$ cat src/rtl/reset_seq_pkg.sv
// Shared state encoding and parameter defaults
// for the reset sequencer slice.
package reset_seq_pkg;

   localparam int N_CH_DEF      = 4;
   localparam int CNT_W_DEF     = 22;
   localparam int THRESHOLD_DEF = 2000570;
   localparam int PULSE_W_DEF   = 4;
   localparam int STAGGER_DEF   = 16;
   localparam int PERIODIC_DEF  = 0;

   typedef enum logic [2:0] {
      ST_IDLE,
      ST_COUNT,
      ST_ASSERT,
      ST_RELEASE,
      ST_WAIT_LOW
   } seq_state_t;

   function automatic int clog2_min1(input int v);
      return (v > 1) ? $clog2(v) : 1;
   endfunction

endpackage

$ cat src/rtl/reset_sequencer_if.sv
// Trigger request and reset outputs of the sequencer,
// seen from the requester (master) and the sequencer (slave).
interface reset_sequencer_if
   import reset_seq_pkg::*;
#(
   parameter int N_CH = N_CH_DEF
) ();

   logic            trigger_input;
   logic [N_CH-1:0] reset_out;
   logic            busy;
   logic            done;

   modport master (
      output trigger_input,
      input  reset_out,
      input  busy,
      input  done
   );

   modport slave (
      input  trigger_input,
      output reset_out,
      output busy,
      output done
   );

endinterface

$ cat src/rtl/reset_stagger_chain.sv
// Staggered release pattern: channel i clears i*STAGGER
// edges after channel 0, which clears on the start pulse.
module reset_stagger_chain
   import reset_seq_pkg::*;
#(
   parameter int N_CH    = N_CH_DEF,
   parameter int STAGGER = STAGGER_DEF
) (
   input  logic            clk,
   input  logic            rst,
   input  logic            start,
   input  logic            run,
   output logic [N_CH-1:0] clr,
   output logic            last
);

   localparam int SPAN = (N_CH - 1) * STAGGER;
   localparam int SC_W = clog2_min1(SPAN + 1);

   logic [SC_W-1:0] scnt;

   always_ff @(posedge clk or posedge rst) begin
      if (rst) begin
         scnt <= '0;
      end else if (start) begin
         scnt <= '0;
      end else if (run) begin
         scnt <= scnt + SC_W'(1);
      end
   end

   // clr is the cumulative mask to apply on the coming edge
   always_comb begin
      clr = '0;
      for (int i = 0; i < N_CH; i++) begin
         if (start) begin
            clr[i] = (i * STAGGER == 0);
         end else if (run) begin
            clr[i] = (int'(scnt) + 1 >= i * STAGGER);
         end
      end
   end

   assign last = clr[N_CH-1];

endmodule

$ cat src/rtl/reset_sequencer.sv
// Qualified trigger -> pulse -> staggered per-channel
// reset release; also runs a power-on sequence out of rst.
module reset_sequencer
   import reset_seq_pkg::*;
#(
   parameter int N_CH      = N_CH_DEF,
   parameter int CNT_W     = CNT_W_DEF,
   parameter int THRESHOLD = THRESHOLD_DEF,
   parameter int PULSE_W   = PULSE_W_DEF,
   parameter int STAGGER   = STAGGER_DEF,
   parameter int PERIODIC  = PERIODIC_DEF
) (
   input logic              clk,
   input logic              rst,
   reset_sequencer_if.slave bus
);

   localparam int PW_W = clog2_min1(PULSE_W);
   localparam logic [CNT_W-1:0] THR_M1 =
      CNT_W'(THRESHOLD - 1);
   localparam logic [PW_W-1:0] PW_M1 =
      PW_W'(PULSE_W - 1);

   if (N_CH < 1) begin : g_bad_nch
      $fatal(1, "N_CH must be at least 1");
   end
   if (PULSE_W < 1) begin : g_bad_pw
      $fatal(1, "PULSE_W must be at least 1");
   end
   if (STAGGER < 0) begin : g_bad_stg
      $fatal(1, "STAGGER must not be negative");
   end
   if (THRESHOLD < 1 ||
       (longint'(THRESHOLD) >> CNT_W) != 0) begin : g_bad_thr
      $fatal(1, "THRESHOLD out of range for CNT_W");
   end

   seq_state_t      state, state_nx;
   logic [CNT_W-1:0] cnt, cnt_nx;
   logic [PW_W-1:0]  pcnt, pcnt_nx;
   logic [N_CH-1:0]  rout, rout_nx;
   logic [N_CH-1:0]  clr;
   logic             busy_q, done_q, done_nx;
   logic             trig, start, run, last, fin;

   assign trig  = bus.trigger_input;
   assign start = (state == ST_ASSERT) && (pcnt == PW_M1);
   assign run   = (state == ST_RELEASE);

   reset_stagger_chain #(
      .N_CH    (N_CH),
      .STAGGER (STAGGER)
   ) u_chain (
      .clk   (clk),
      .rst   (rst),
      .start (start),
      .run   (run),
      .clr   (clr),
      .last  (last)
   );

   always_ff @(posedge clk or posedge rst) begin
      if (rst) begin
         state  <= ST_ASSERT;
         cnt    <= '0;
         pcnt   <= '0;
         rout   <= '1;
         busy_q <= 1'b1;
         done_q <= 1'b0;
      end else begin
         state  <= state_nx;
         cnt    <= cnt_nx;
         pcnt   <= pcnt_nx;
         rout   <= rout_nx;
         busy_q <= |rout_nx;
         done_q <= done_nx;
      end
   end

   always_comb begin
      state_nx = state;
      cnt_nx   = cnt;
      pcnt_nx  = pcnt;
      rout_nx  = rout;
      done_nx  = 1'b0;
      fin      = 1'b0;
      unique case (state)
         ST_IDLE: begin
            cnt_nx  = '0;
            rout_nx = '0;
            if (trig) begin
               if (THR_M1 == '0) begin
                  state_nx = ST_ASSERT;
                  pcnt_nx  = '0;
                  rout_nx  = '1;
               end else begin
                  state_nx = ST_COUNT;
                  cnt_nx   = CNT_W'(1);
               end
            end
         end
         ST_COUNT: begin
            // compare first so the counter can never wrap
            if (!trig) begin
               state_nx = ST_IDLE;
               cnt_nx   = '0;
            end else if (cnt == THR_M1) begin
               state_nx = ST_ASSERT;
               cnt_nx   = '0;
               pcnt_nx  = '0;
               rout_nx  = '1;
            end else begin
               cnt_nx = cnt + CNT_W'(1);
            end
         end
         ST_ASSERT: begin
            if (start) begin
               rout_nx = ~clr;
               pcnt_nx = '0;
               fin     = last;
               if (!last) state_nx = ST_RELEASE;
            end else begin
               pcnt_nx = pcnt + PW_W'(1);
            end
         end
         ST_RELEASE: begin
            rout_nx = rout & ~clr;
            fin     = last;
         end
         ST_WAIT_LOW: begin
            if (!trig) state_nx = ST_IDLE;
         end
         default: state_nx = ST_IDLE;
      endcase
      if (fin) begin
         done_nx  = 1'b1;
         rout_nx  = '0;
         cnt_nx   = '0;
         state_nx = (PERIODIC != 0 && trig) ?
                    ST_COUNT : ST_WAIT_LOW;
      end
   end

   assign bus.reset_out = rout;
   assign bus.busy      = busy_q;
   assign bus.done      = done_q;

endmodule

$ cat src/flat_wrapper.sv
// flat-port wrapper written by rule: the top's interface ports become plain ports
module reset_sequencer_flat import reset_seq_pkg::*;
#(
   parameter int N_CH      = N_CH_DEF,
   parameter int CNT_W     = CNT_W_DEF,
   parameter int THRESHOLD = THRESHOLD_DEF,
   parameter int PULSE_W   = PULSE_W_DEF,
   parameter int STAGGER   = STAGGER_DEF,
   parameter int PERIODIC  = PERIODIC_DEF
)
  (clk, rst, bus_trigger_input, bus_reset_out, bus_busy, bus_done);
  reset_sequencer_if #(.N_CH(N_CH)) bus_i ();
  input logic clk;
  input logic rst;
  input wire logic [$bits(bus_i.trigger_input)-1:0] bus_trigger_input;
  output wire logic [$bits(bus_i.reset_out)-1:0] bus_reset_out;
  output wire logic [$bits(bus_i.busy)-1:0] bus_busy;
  output wire logic [$bits(bus_i.done)-1:0] bus_done;
  assign bus_i.trigger_input = bus_trigger_input;
  assign bus_reset_out = bus_i.reset_out;
  assign bus_busy = bus_i.busy;
  assign bus_done = bus_i.done;
  reset_sequencer #(.N_CH(N_CH), .CNT_W(CNT_W), .THRESHOLD(THRESHOLD), .PULSE_W(PULSE_W), .STAGGER(STAGGER), .PERIODIC(PERIODIC)) u_core (.clk(clk), .rst(rst), .bus(bus_i));
endmodule
$ cat config.mk
export PLATFORM = sky130hd
export DESIGN_NAME = reset_sequencer_flat
export DESIGN_NICKNAME = d
export VERILOG_FILES = /design/src/rtl/reset_seq_pkg.sv /design/src/rtl/reset_sequencer_if.sv /design/src/rtl/reset_stagger_chain.sv /design/src/rtl/reset_sequencer.sv /design/src/flat_wrapper.sv
export SDC_FILE = /design/constraint.sdc
export NUM_CORES = 1
export LEC_CHECK = 0
export BUFFER_PORTS_ARGS = -buffer_cell sky130_fd_sc_hd__clkbuf_2
export CORE_MARGIN = 10
export CORE_UTILIZATION = 45
export DETAILED_ROUTE_END_ITERATION = 10
export RECOVER_POWER = 25
export SYNTH_ARGS = -nofsm -noshare
export SYNTH_HDL_FRONTEND = slang
export SYNTH_SLANG_ARGS = --single-unit
$ cat constraint.sdc
create_clock -name clk -period 3.5 [get_ports clk]
set_input_delay 0.35 -clock clk [delete_from_list [all_inputs] [get_ports clk]]
set_output_delay 0.35 -clock clk [all_outputs]
set_load 0.01 [all_outputs]
==> results.md, run 1 <==
* Sink Count at 39
* IO Port Bufs at 8
* Net Sw Power at 187 uW
* Row Count at 25
* H-tree levels at 2
* CP Data Arrival Time at around 2.8 ns
* Remaining routing DRC violations at 0
* Vias in the first global route at ~1,600
* Final HPWL DP at about 3.3 mm
* #FFs+latches synth at 39
* Switching Fraction at roughly a quarter
* Via count at 1,780
* Crit Path Max Fanout at 14
* 1st-iter DRT viols at 64
* Share of cells above drive strength 1 at 12.3%
* Crit path cell chain: ha_1 -> or3b_4 -> mux2i_4 -> o21ai_1 -> or4_1 -> a21oi_1
* Pre-CTS setup slack at 0.947 ns
* Post-synth top cells: dfrtp_1, nand2_1, nor2_1
* WL met1 at 2.54 mm
* Wire length on met2 at 1.98 mm
* Placer Congestion at 0.785
* Slew HR at 25.3%
* Synth Flop Type: dfrtp_1
* HP Class: primary input to async pin
* Die width at around 90 um
* Crit path max-delay family: simple AND/OR/NAND/NOR gates
* Die H at between 80 and 90 um
* Post-synthesis sequential area ratio at 44.6%
* EDFF count, synth at 0
* Synth-to-layout area growth at 7.50%
* Final setup margin at 0.906 ns
* Ports at 9
* Final WL at 4.73 mm
* CP peak stage delay at approximately 0.60 ns
* CTS buffer count at 5
* Syn_nets at ~240
* Max Clk Rate at 386 MHz
* Top-count cell post-synth: dfrtp_1
* VDD IR-drop max at 0.223 mV
* Synth area leaders: dfrtp_1, dfstp_2, o31ai_1, a21oi_1, nand2_1
* Period utilization at 74.1%
* Pin slew with the least headroom to its limit at ~1.1 ns
* Grt ovf at 0
* Max clock buf depth at 2
* Share of the synthesized area in the top cell type at 37.5%
* Die ar. at 0.00810 mm^2
* Minimum clock period at 2.59 ns
* Fin nets at 250
* Crit. End Element: register
* Warnings from Yosys at 0
* Pint at 612 uW
* Mapped Cells at about 240
* Metal3 WL at 146 um
* Total track usage at between 10% and 20%
* Initial antenna violation count at 0
* Status: completed
* Combinational share of power at 5.3%
* Pwr Density at 338 mW/mm^2
* Final setup viols at 0
* Largest net degree at the start of global routing at 21
* Required time worst endpoint at 3.71 ns
* ANT cells at 0
* Asr flop ratio synth at 100%
* Leakage Power at between 0.0009 and 0.001 uW
* Clk Latency, worst-skew pair at 0.29 ns
* Final Hold Fails at 0
* Post-DR wirelength/cell at around 15 um
* Postcts setup bufs at 0
* First-pass GRT wire length at approximately 8 mm
* Critical path class: register to register
* CP max stage cell: or4_1
* Post-CTS sizing at 0
* Setup TNS at 0 ns
* Yosys top cell by area: dfrtp_1
* Drt pass-1 iters at 4
* DR top layer: met4
* Max Cap Viol at 0
* Routed Antenna Nets at 0
* Slew Limit Fails at 0
* Syn avg cell area at 9.34 um^2
* Sequential share of power at 58.5%
* Final hold slack at 0.168 ns
* Clk root buf: clkbuf_8
* Vias per inst at ~5.7
* CP Launch Type: register
* Clk pwr share at 36.1%
* Initial core utilization at 46.6%
* Worst Path Buf+Inv at 0
* CTS tree: built
* Yosys cell types at 54
* Hold-fix buffers at CTS at 0
* Clk_skew at 0.00657 ns
* Core area at roughly 0.0047 mm^2
* RSZ-0062 raised after global routing: false
* Netlist Area Pre-Place at 0.00220 mm^2
* Clk slew on worst S/H paths at 0.07 ns
## registers in the layout, indices dropped and copies added, names as in the netlist
signal,count
u_core.bus.reset_out,4
u_core.bus.done,1
u_core.pcnt,2
u_core.u_chain.scnt,6
u_core.bus.busy,1
u_core.cnt,22
u_core.state,3
## cells by family (layout without fill, tap and decap cells)
logic type      count (synthesis)  after routing  share of synthesized area (%)
buf+inv                        20             27                           3.63
xor+xnor                        3              3                           1.19
compound gates                 59             59                           17.5
simple gates                  103            103                           26.4
mux                             7              7                           3.75
fa+ha+maj                       5              5                           2.84
flops                          39             39                           44.6
## layout by cell type, fill, tap and decap left out, drive strengths merged, types with 2 or more instances in the layout
| master | n |
|---|---|
| mux2i | 7 |
| o21ai | 13 |
| or2 | 4 |
| o31ai | 11 |
| nor4 | 5 |
| a21oi | 15 |
| and2 | 3 |
| and3 | 4 |
| inv | 10 |
| ha | 5 |
| a31o | 2 |
| nand3 | 7 |
| nor3 | 9 |
| nor2 | 18 |
| or3 | 4 |
| o22a | 3 |
| xor2 | 2 |
| nand2 | 17 |
| a31oi | 5 |
| or4 | 8 |
| dfrtp | 33 |
| nor2b | 3 |
| dfstp | 6 |
| clkbuf | 17 |
| nand2b | 4 |
| nand4 | 10 |
## final timing paths
kind                                                          from                           endpoint  cells past startpoint  slack, ns
worst max-delay path            u_core.u_chain.scnt[0]$_DFFE_PP0P_         u_core.cnt[21]$_DFFE_PP0P_                      6       0.91
worst max register to register  u_core.u_chain.scnt[0]$_DFFE_PP0P_         u_core.cnt[21]$_DFFE_PP0P_                      6       0.91
min in group clk                                 bus_trigger_input        u_core.state[1]$_DFFE_PP1P_                      3       0.39
worst min-delay path                                           rst         u_core.pcnt[1]$_DFFE_PP0P_                      2       0.17
worst min register to register   u_core.bus.reset_out[0]$_DFF_PP1_  u_core.bus.reset_out[0]$_DFF_PP1_                      2       0.53
max in group asynchronous                                      rst         u_core.cnt[16]$_DFFE_PP0P_                      3       1.86
## through the flow
stage          utilization [%]  total power (uW)  instances  area, um^2
2_1_floorplan                -               506        236        2200
3_3_place_gp              48.5               520        302        2290
3_5_place_dp              48.5               520        302        2290
4_1_cts                   50.2               809        310        2370
5_1_grt                   50.1               833        310        2370
6_report                  50.1               799        310        2370
## area by class of cell
class,instances,area [um^2]
clock buffers,8,80.1
multi-input cells,177,1140
flip-flops and latches,39,983
inverters,10,37.5
fillers,458,2350
well taps,67,83.8
repair buffers,9,43.8
## power groups by stage
stage / Combinational, uW / Sequential, uW / Clock [uW]
3_5_place_dp: 44.1 / 476 / 0
6_report: 42.7 / 468 / 289
2_1_floorplan: 36.6 / 470 / 0
3_3_place_gp: 43.7 / 476 / 0
5_1_grt: 48.9 / 469 / 315
4_1_cts: 43.9 / 467 / 298
## metal layers
metal  GRT usage, %  vias up
met5              0        -
met4           3.58        0
met3           2.91        8
met2           16.7       21
met1           16.1      857
li1               -      894
Power figures use the tool's default switching activity.
==> inputs of run 2 (changes only) <==
- clock period: 3.5 -> 2.45 ns (I/O delays scaled with it)
==> results.md, run 2 (synthesis results as in run 1) <==
* Required time worst endpoint at 2.66 ns (was 3.71 ns)
* Postcts setup bufs at 0 (unchanged)
* Initial antenna violation count at 0 (unchanged)
* Clk Latency, worst-skew pair at 0.29 ns (about the same)
* Clk slew on worst S/H paths at 0.08 ns (was 0.07 ns)
* Synth-to-layout area growth at 11.9% (was 7.50%)
* Tot Pwr at 1210 uW (was 799 uW)
* Crit. End Element: register (unchanged)
* Vias per inst at 5.73 (was 5.74)
* RSZ-0062 raised after global routing: false (unchanged)
* Crit path cell chain: ha_1 -> or3b_4 -> mux2i_4 -> o21ai_2 -> or4_1 -> a21oi_1 (was ha_1 -> or3b_4 -> mux2i_4 -> o21ai_1 -> or4_1 -> a21oi_1)
* First-pass GRT wire length at 8.51 mm (was 7.91 mm)
* Final WL at 4.89 mm (was 4.73 mm)
* Combinational share of power at 5.3% (about the same)
* Final Core Density at 52.2% (was 50.1%)
* CTS buffer count at 5 (unchanged)
* H-tree levels at 2 (unchanged)
* Clk_skew at 0.00447 ns (was 0.00657 ns)
* Routed Antenna Nets at 0 (unchanged)
* Row Count at 25 (unchanged)
* Die ar. at 0.00810 mm^2 (unchanged)
* Ports at 9 (unchanged)
* Initial core utilization at 46.6% (unchanged)
* VDD IR-drop max at 0.250 mV (was 0.223 mV)
* CP Data Arrival Time at 2.54 ns (was 2.80 ns)
* Top register by number of flip-flops: u_core.cnt (unchanged)
* Net Sw Power at 283 uW (was 187 uW)
* Grt ovf at 0 (unchanged)
* Via count at 1,828 (was 1,780)
* Leakage Power at 0.00103 uW (was 0.000968 uW)
* Die H at 90.0 um (unchanged)
* Pwr Density at 493 mW/mm^2 (was 338 mW/mm^2)
* Placement Cell Area at 0.00236 mm^2 (was 0.00229 mm^2)
* Minimum clock period at 2.34 ns (was 2.59 ns)
* Violated checks: max-capacitance violations, max-slew violations
* Most common cell after layout, fill and taps aside: dfrtp_1 (unchanged)
* Final Cell Area at 0.00246 mm^2 (was 0.00237 mm^2)
* Clk pwr share at 39.6% (was 36.1%)
* CTS tree: built (unchanged)
* Final setup viols at 0 (unchanged)
* Post-DR wirelength/cell at 15.3 um (about the same)
* Final Hold Fails at 0 (unchanged)
* Fin nets at 259 (was 250)
* CP max stage cell: or4_1 (unchanged)
* Post-CTS sizing at 0 (unchanged)
* ANT cells at 0 (unchanged)
* Largest net degree at the start of global routing at 40 (was 21)
* Pint at 932 uW (was 612 uW)
* Drt pass-1 iters at 4 (unchanged)
* Slew HR at -40.0% (was 25.3%)
* Setup TNS at 0 ns (unchanged)
* Max Clk Rate at 428 MHz (was 386 MHz)
* Most frequent cells in the layout: dfrtp_1, nand2_1, nor2_1 (unchanged)
* Period utilization at 95.3% (was 74.1%)
* Sequential share of power at 55.1% (was 58.5%)
* Slew Limit Fails at 40 (was 0)
* Max Cap Viol at 1 (was 0)
* Core area at 0.00472 mm^2 (unchanged)
* CP peak stage delay at 0.55 ns (was 0.60 ns)
* 1st-iter DRT viols at 104 (was 64)
* Placer Congestion at 0.798 (was 0.785)
* HP Class: primary input to register (was primary input to async pin)
* Status: finished with violations (was completed)
* IO Port Bufs at 8 (unchanged)
* Number of flip-flops under the largest register name at 22 (unchanged)
* CP Launch Type: register (unchanged)
* Die width at 90.0 um (unchanged)
* Total track usage at 12.4% (was 11.5%)
* Pin slew with the least headroom to its limit at 2.10 ns (was 1.12 ns)
* Critical path class: register to register (unchanged)
* Max clock buf depth at 2 (unchanged)
* Final HPWL DP at 3.41 mm (was 3.33 mm)
* Remaining routing DRC violations at 0 (unchanged)
* Share of cells above drive strength 1 at 16.7% (was 12.3%)
* Crit Path Max Fanout at 15 (was 14)
* Sink Count at 39 (unchanged)
* Vias in the first global route at 1,727 (was 1,621)
* Clk root buf: clkbuf_8 (unchanged)
* Switching Fraction at 23.3% (was 23.4%)
* Hold-fix buffers at CTS at 0 (unchanged)
-- run 2: cell types whose count changed in the layout (fill, tap and decap cells not counted) --
cell      change
nor2_4        +1
buf_4         +9
o21ai_2       +1
nor2_2        -1
o21ai_1       -1
clkbuf_1      -2
clkbuf_8      +2
-- run 2: worst max-delay path, delay by kind of cell, from the launching register on --
family | cells | cell delay (ns)
AOI/OAI and AO/OA | 2 | 0.43
adders and majority gates | 1 | 0.25
DFF | 1 | 0.38
muxes | 1 | 0.24
and+or+nand+nor | 2 | 0.95
-- run 2: power by group through the flow --
stage | Combinational (uW) | Sequential (uW) | Clock [uW]
2_1_floorplan | 52.3 | 671 | 0
3_3_place_gp | 65.1 | 680 | 0
3_5_place_dp | 65.5 | 681 | 0
4_1_cts | 65.8 | 668 | 494
5_1_grt | 74.7 | 671 | 526
6_report | 64.8 | 669 | 481
-- run 2: worst paths after layout --
path | from | endpoint | slack [ns] | cells past startpoint
max | u_core.u_chain.scnt[0]$_DFFE_PP0P_ | u_core.cnt[12]$_DFFE_PP0P_ | 0.11 | 6
min | bus_trigger_input | u_core.state[1]$_DFFE_PP1P_ | 0.29 | 3
max reg2reg | u_core.u_chain.scnt[0]$_DFFE_PP0P_ | u_core.cnt[12]$_DFFE_PP0P_ | 0.11 | 6
min reg2reg | u_core.bus.reset_out[0]$_DFF_PP1_ | u_core.bus.reset_out[0]$_DFF_PP1_ | 0.53 | 2
max in group asynchronous | rst | u_core.cnt[17]$_DFFE_PP0P_ | 0.54 | 3
min in group asynchronous | rst | u_core.pcnt[0]$_DFFE_PP0P_ | 0.68 | 3
-- run 2: cell type report --
class	count	area, um^2
clock buffer	8	100
fill	453	2260
inverter	10	37.5
multi-input combinational	177	1150
sequential	39	983
tap	67	83.8
timing repair buffer	18	111
-- run 2: per-stage QoR --
| step | setup slack, ns | instances | hold WS (ns) |
|---|---|---|---|
| after global routing | 0.00306 | 319 | 0.331 |
| after global placement | 0.125 | 311 | 0.373 |
| final | 0.114 | 319 | 0.287 |
| after detailed placement | 0.0728 | 311 | 0.374 |
| after CTS | 0.0685 | 319 | 0.0610 |
| after floorplan | 0.356 | 236 | 0.426 |
-- run 2: routing by layer --
metal  track usage, %  vias to the layer above  share of wire, %
met1             17.8                      878                52
met5                0                        -                 0
met2             17.8                       23                44
li1                 -                      921                 -
met3             2.91                        6               3.3
met4             3.58                        0               1.2
==> inputs of run 3 (changes only) <==
- CELL_PAD_IN_SITES_DETAIL_PLACEMENT: default -> 1
- CELL_PAD_IN_SITES_GLOBAL_PLACEMENT: default -> 1
- PLACE_DENSITY_LB_ADDON: default -> 0.1
==> results.md, run 3 (synthesis results as in run 1) <==
* Grt ovf at 0 (unchanged)
* Clk_skew at 0.0130 ns (was 0.00447 ns)
* Largest net degree at the start of global routing at 40 (unchanged)
* Final cell count without fillers at 323 (was 319)
* Final HPWL DP at 4.21 mm (was 3.41 mm)
* Minimum clock period at 2.27 ns (was 2.34 ns)
* Clk root buf: clkbuf_8 (unchanged)
* ANT cells at 0 (unchanged)
* Max Cap Viol at 1 (unchanged)
* Die H at 90.0 um (unchanged)
* CP max stage cell: or4_1 (unchanged)
* CP Data Arrival Time at 2.48 ns (was 2.54 ns)
* Fin nets at 263 (was 259)
* Fillers at 553 (was 453)
* Pwr Density at 471 mW/mm^2 (was 493 mW/mm^2)
* Final WL at 5.69 mm (was 4.89 mm)
* Share of cells above drive strength 1 at 17.6% (was 16.7%)
* First-pass GRT wire length at 10.1 mm (was 8.51 mm)
* Ports at 9 (unchanged)
* Period utilization at 92.5% (was 95.3%)
* 1st-iter DRT viols at 85 (was 104)
* Hold-fix buffers at CTS at 0 (unchanged)
* Via count at 1,948 (was 1,828)
* Clk Latency, worst-skew pair at 0.30 ns (was 0.29 ns)
* Remaining routing DRC violations at 0 (unchanged)
* RSZ-0062 raised after global routing: false (unchanged)
* Number of flip-flops under the largest register name at 22 (unchanged)
* Synth-to-layout area growth at 12.5% (was 11.9%)
* Status: finished with violations (unchanged)
* Most common cell after layout, fill and taps aside: dfrtp_1 (unchanged)
* Die ar. at 0.00810 mm^2 (unchanged)
* Crit. End Element: register (unchanged)
* Core area at 0.00472 mm^2 (unchanged)
* CTS buffer count at 5 (unchanged)
* Placed Cells incl. Taps at 315 (was 311)
* Sequential share of power at 56.8% (was 55.1%)
* Max clock buf depth at 2 (unchanged)
* H-tree levels at 2 (unchanged)
* Die width at 90.0 um (unchanged)
* VDD IR-drop max at 0.354 mV (was 0.250 mV)
* Crit Path Max Fanout at 18 (was 15)
* Initial antenna violation count at 0 (unchanged)
* CP Launch Type: register (unchanged)
* Row Count at 25 (unchanged)
* Required time worst endpoint at 2.66 ns (about the same)
* Critical path class: register to register (unchanged)
* Final hold slack at 0.327 ns (was 0.287 ns)
* Setup TNS at 0 ns (unchanged)
* Leakage Power at 0.00104 uW (was 0.00103 uW)
* Drt pass-1 iters at 4 (unchanged)
* Initial core utilization at 46.6% (unchanged)
* Clk slew on worst S/H paths at 0.07 ns (was 0.08 ns)
* Vias in the first global route at 2,067 (was 1,727)
* Max Clk Rate at 441 MHz (was 428 MHz)
* Final Hold Fails at 0 (unchanged)
* Flop2flop setup slack at 0.18 ns (was 0.11 ns)
* CP peak stage delay at 0.55 ns (about the same)
* Sink Count at 39 (unchanged)
* Switching Fraction at 24.6% (was 23.3%)
* Total track usage at 14.7% (was 12.4%)
* Pin slew with the least headroom to its limit at 2.06 ns (was 2.10 ns)
* Crit path cell chain: ha_1 -> or3b_4 -> mux2i_4 -> o21ai_4 -> or4_1 -> a21oi_1 (was ha_1 -> or3b_4 -> mux2i_4 -> o21ai_2 -> or4_1 -> a21oi_1)
* Final setup viols at 0 (unchanged)
* Post-DR wirelength/cell at 17.6 um (was 15.3 um)
* Combinational share of power at 6.7% (was 5.3%)
* Vias per inst at 6.03 (was 5.73)
* Clk pwr share at 36.5% (was 39.6%)
* IO Port Bufs at 8 (unchanged)
* Most frequent cells in the layout: dfrtp_1, nand2_1, nor2_1 (unchanged)
* Slew Limit Fails at 40 (unchanged)
* Pre-CTS setup slack at 0.162 ns (was 0.0728 ns)
* CTS tree: built (unchanged)
* Pint at 880 uW (was 932 uW)
* Routed Antenna Nets at 0 (unchanged)
* Top register by number of flip-flops: u_core.cnt (unchanged)
* Final setup margin at 0.184 ns (was 0.114 ns)
* Final Core Density at 52.5% (was 52.2%)
* Net Sw Power at 287 uW (was 283 uW)
* Slew HR at -37.7% (was -40.0%)
* Placer Congestion at 0.835 (was 0.798)
* Violated checks: max-capacitance violations, max-slew violations (unchanged)
* HP Class: primary input to register (unchanged)
-- run 3: cell types whose count changed in the layout (fill, tap and decap cells not counted), sizes merged --
cell,before,now
buf,9,13
clkinv,0,1
clkbuf,17,16
-- run 3: timing repair --
action | CTS | global route
endpoints found under the setup margin | 0 | 3
buffers inserted | 0 | 0
gates resized for setup | 0 | 2
-- run 3: final timing paths --
check	startpoint	to	cells after the start
max	u_core.u_chain.scnt[0]$_DFFE_PP0P_	u_core.cnt[10]$_DFFE_PP0P_	6
min reg2reg	u_core.bus.reset_out[0]$_DFF_PP1_	u_core.bus.reset_out[0]$_DFF_PP1_	2
min in group asynchronous	rst	u_core.cnt[20]$_DFFE_PP0P_	3
max in group asynchronous	rst	u_core.cnt[8]$_DFFE_PP0P_	3
min	bus_trigger_input	u_core.state[1]$_DFFE_PP1P_	3
max reg2reg	u_core.u_chain.scnt[0]$_DFFE_PP0P_	u_core.cnt[10]$_DFFE_PP0P_	6
-- run 3: per-stage QoR --
step                      power, uW  area [um^2]
after CTS                      1170         2470
final                          1170         2480
after global placement          750         2390
after global routing           1220         2480
after detailed placement        754         2390
after floorplan                 724         2200
-- run 3: routing by layer --
metal	up-vias	GRT usage (%)	wire length, um
met3	11	3.08	123
met4	0	4.77	77
li1	928	-	-
met2	17	23.7	2710
met5	-	0	0
met1	992	19.1	2780
-- run 3: power groups by stage --
stage / sequential, uW / combinational [uW] / clock [uW]
final: 663 / 78.3 / 425
after global routing: 665 / 87.4 / 466
after CTS: 663 / 79.8 / 432
after detailed placement: 675 / 79.4 / 0
after global placement: 674 / 75.8 / 0
after floorplan: 671 / 52.3 / 0
-- run 3: final cells by class --
type | instances | area, um^2 | area share (%)
Clock buffer | 7 | 76.3 | 3.08
Clock inverter | 1 | 5.00 | 0.202
Inverter | 10 | 37.5 | 1.51
Multi-Input combinational cell | 177 | 1150 | 46.4
Sequential cell | 39 | 983 | 39.7
Tap cell | 67 | 83.8 | 3.38
Timing Repair Buffer | 22 | 141 | 5.70
-- run 3: worst max-delay path: cells and delay by family (launching register included) --
family,cells,cell delay (ns)
AOI/OAI and AO/OA,2,0.37
DFF,1,0.39
and+or+nand+nor,2,0.93
adders and majority gates,1,0.22
muxes,1,0.28
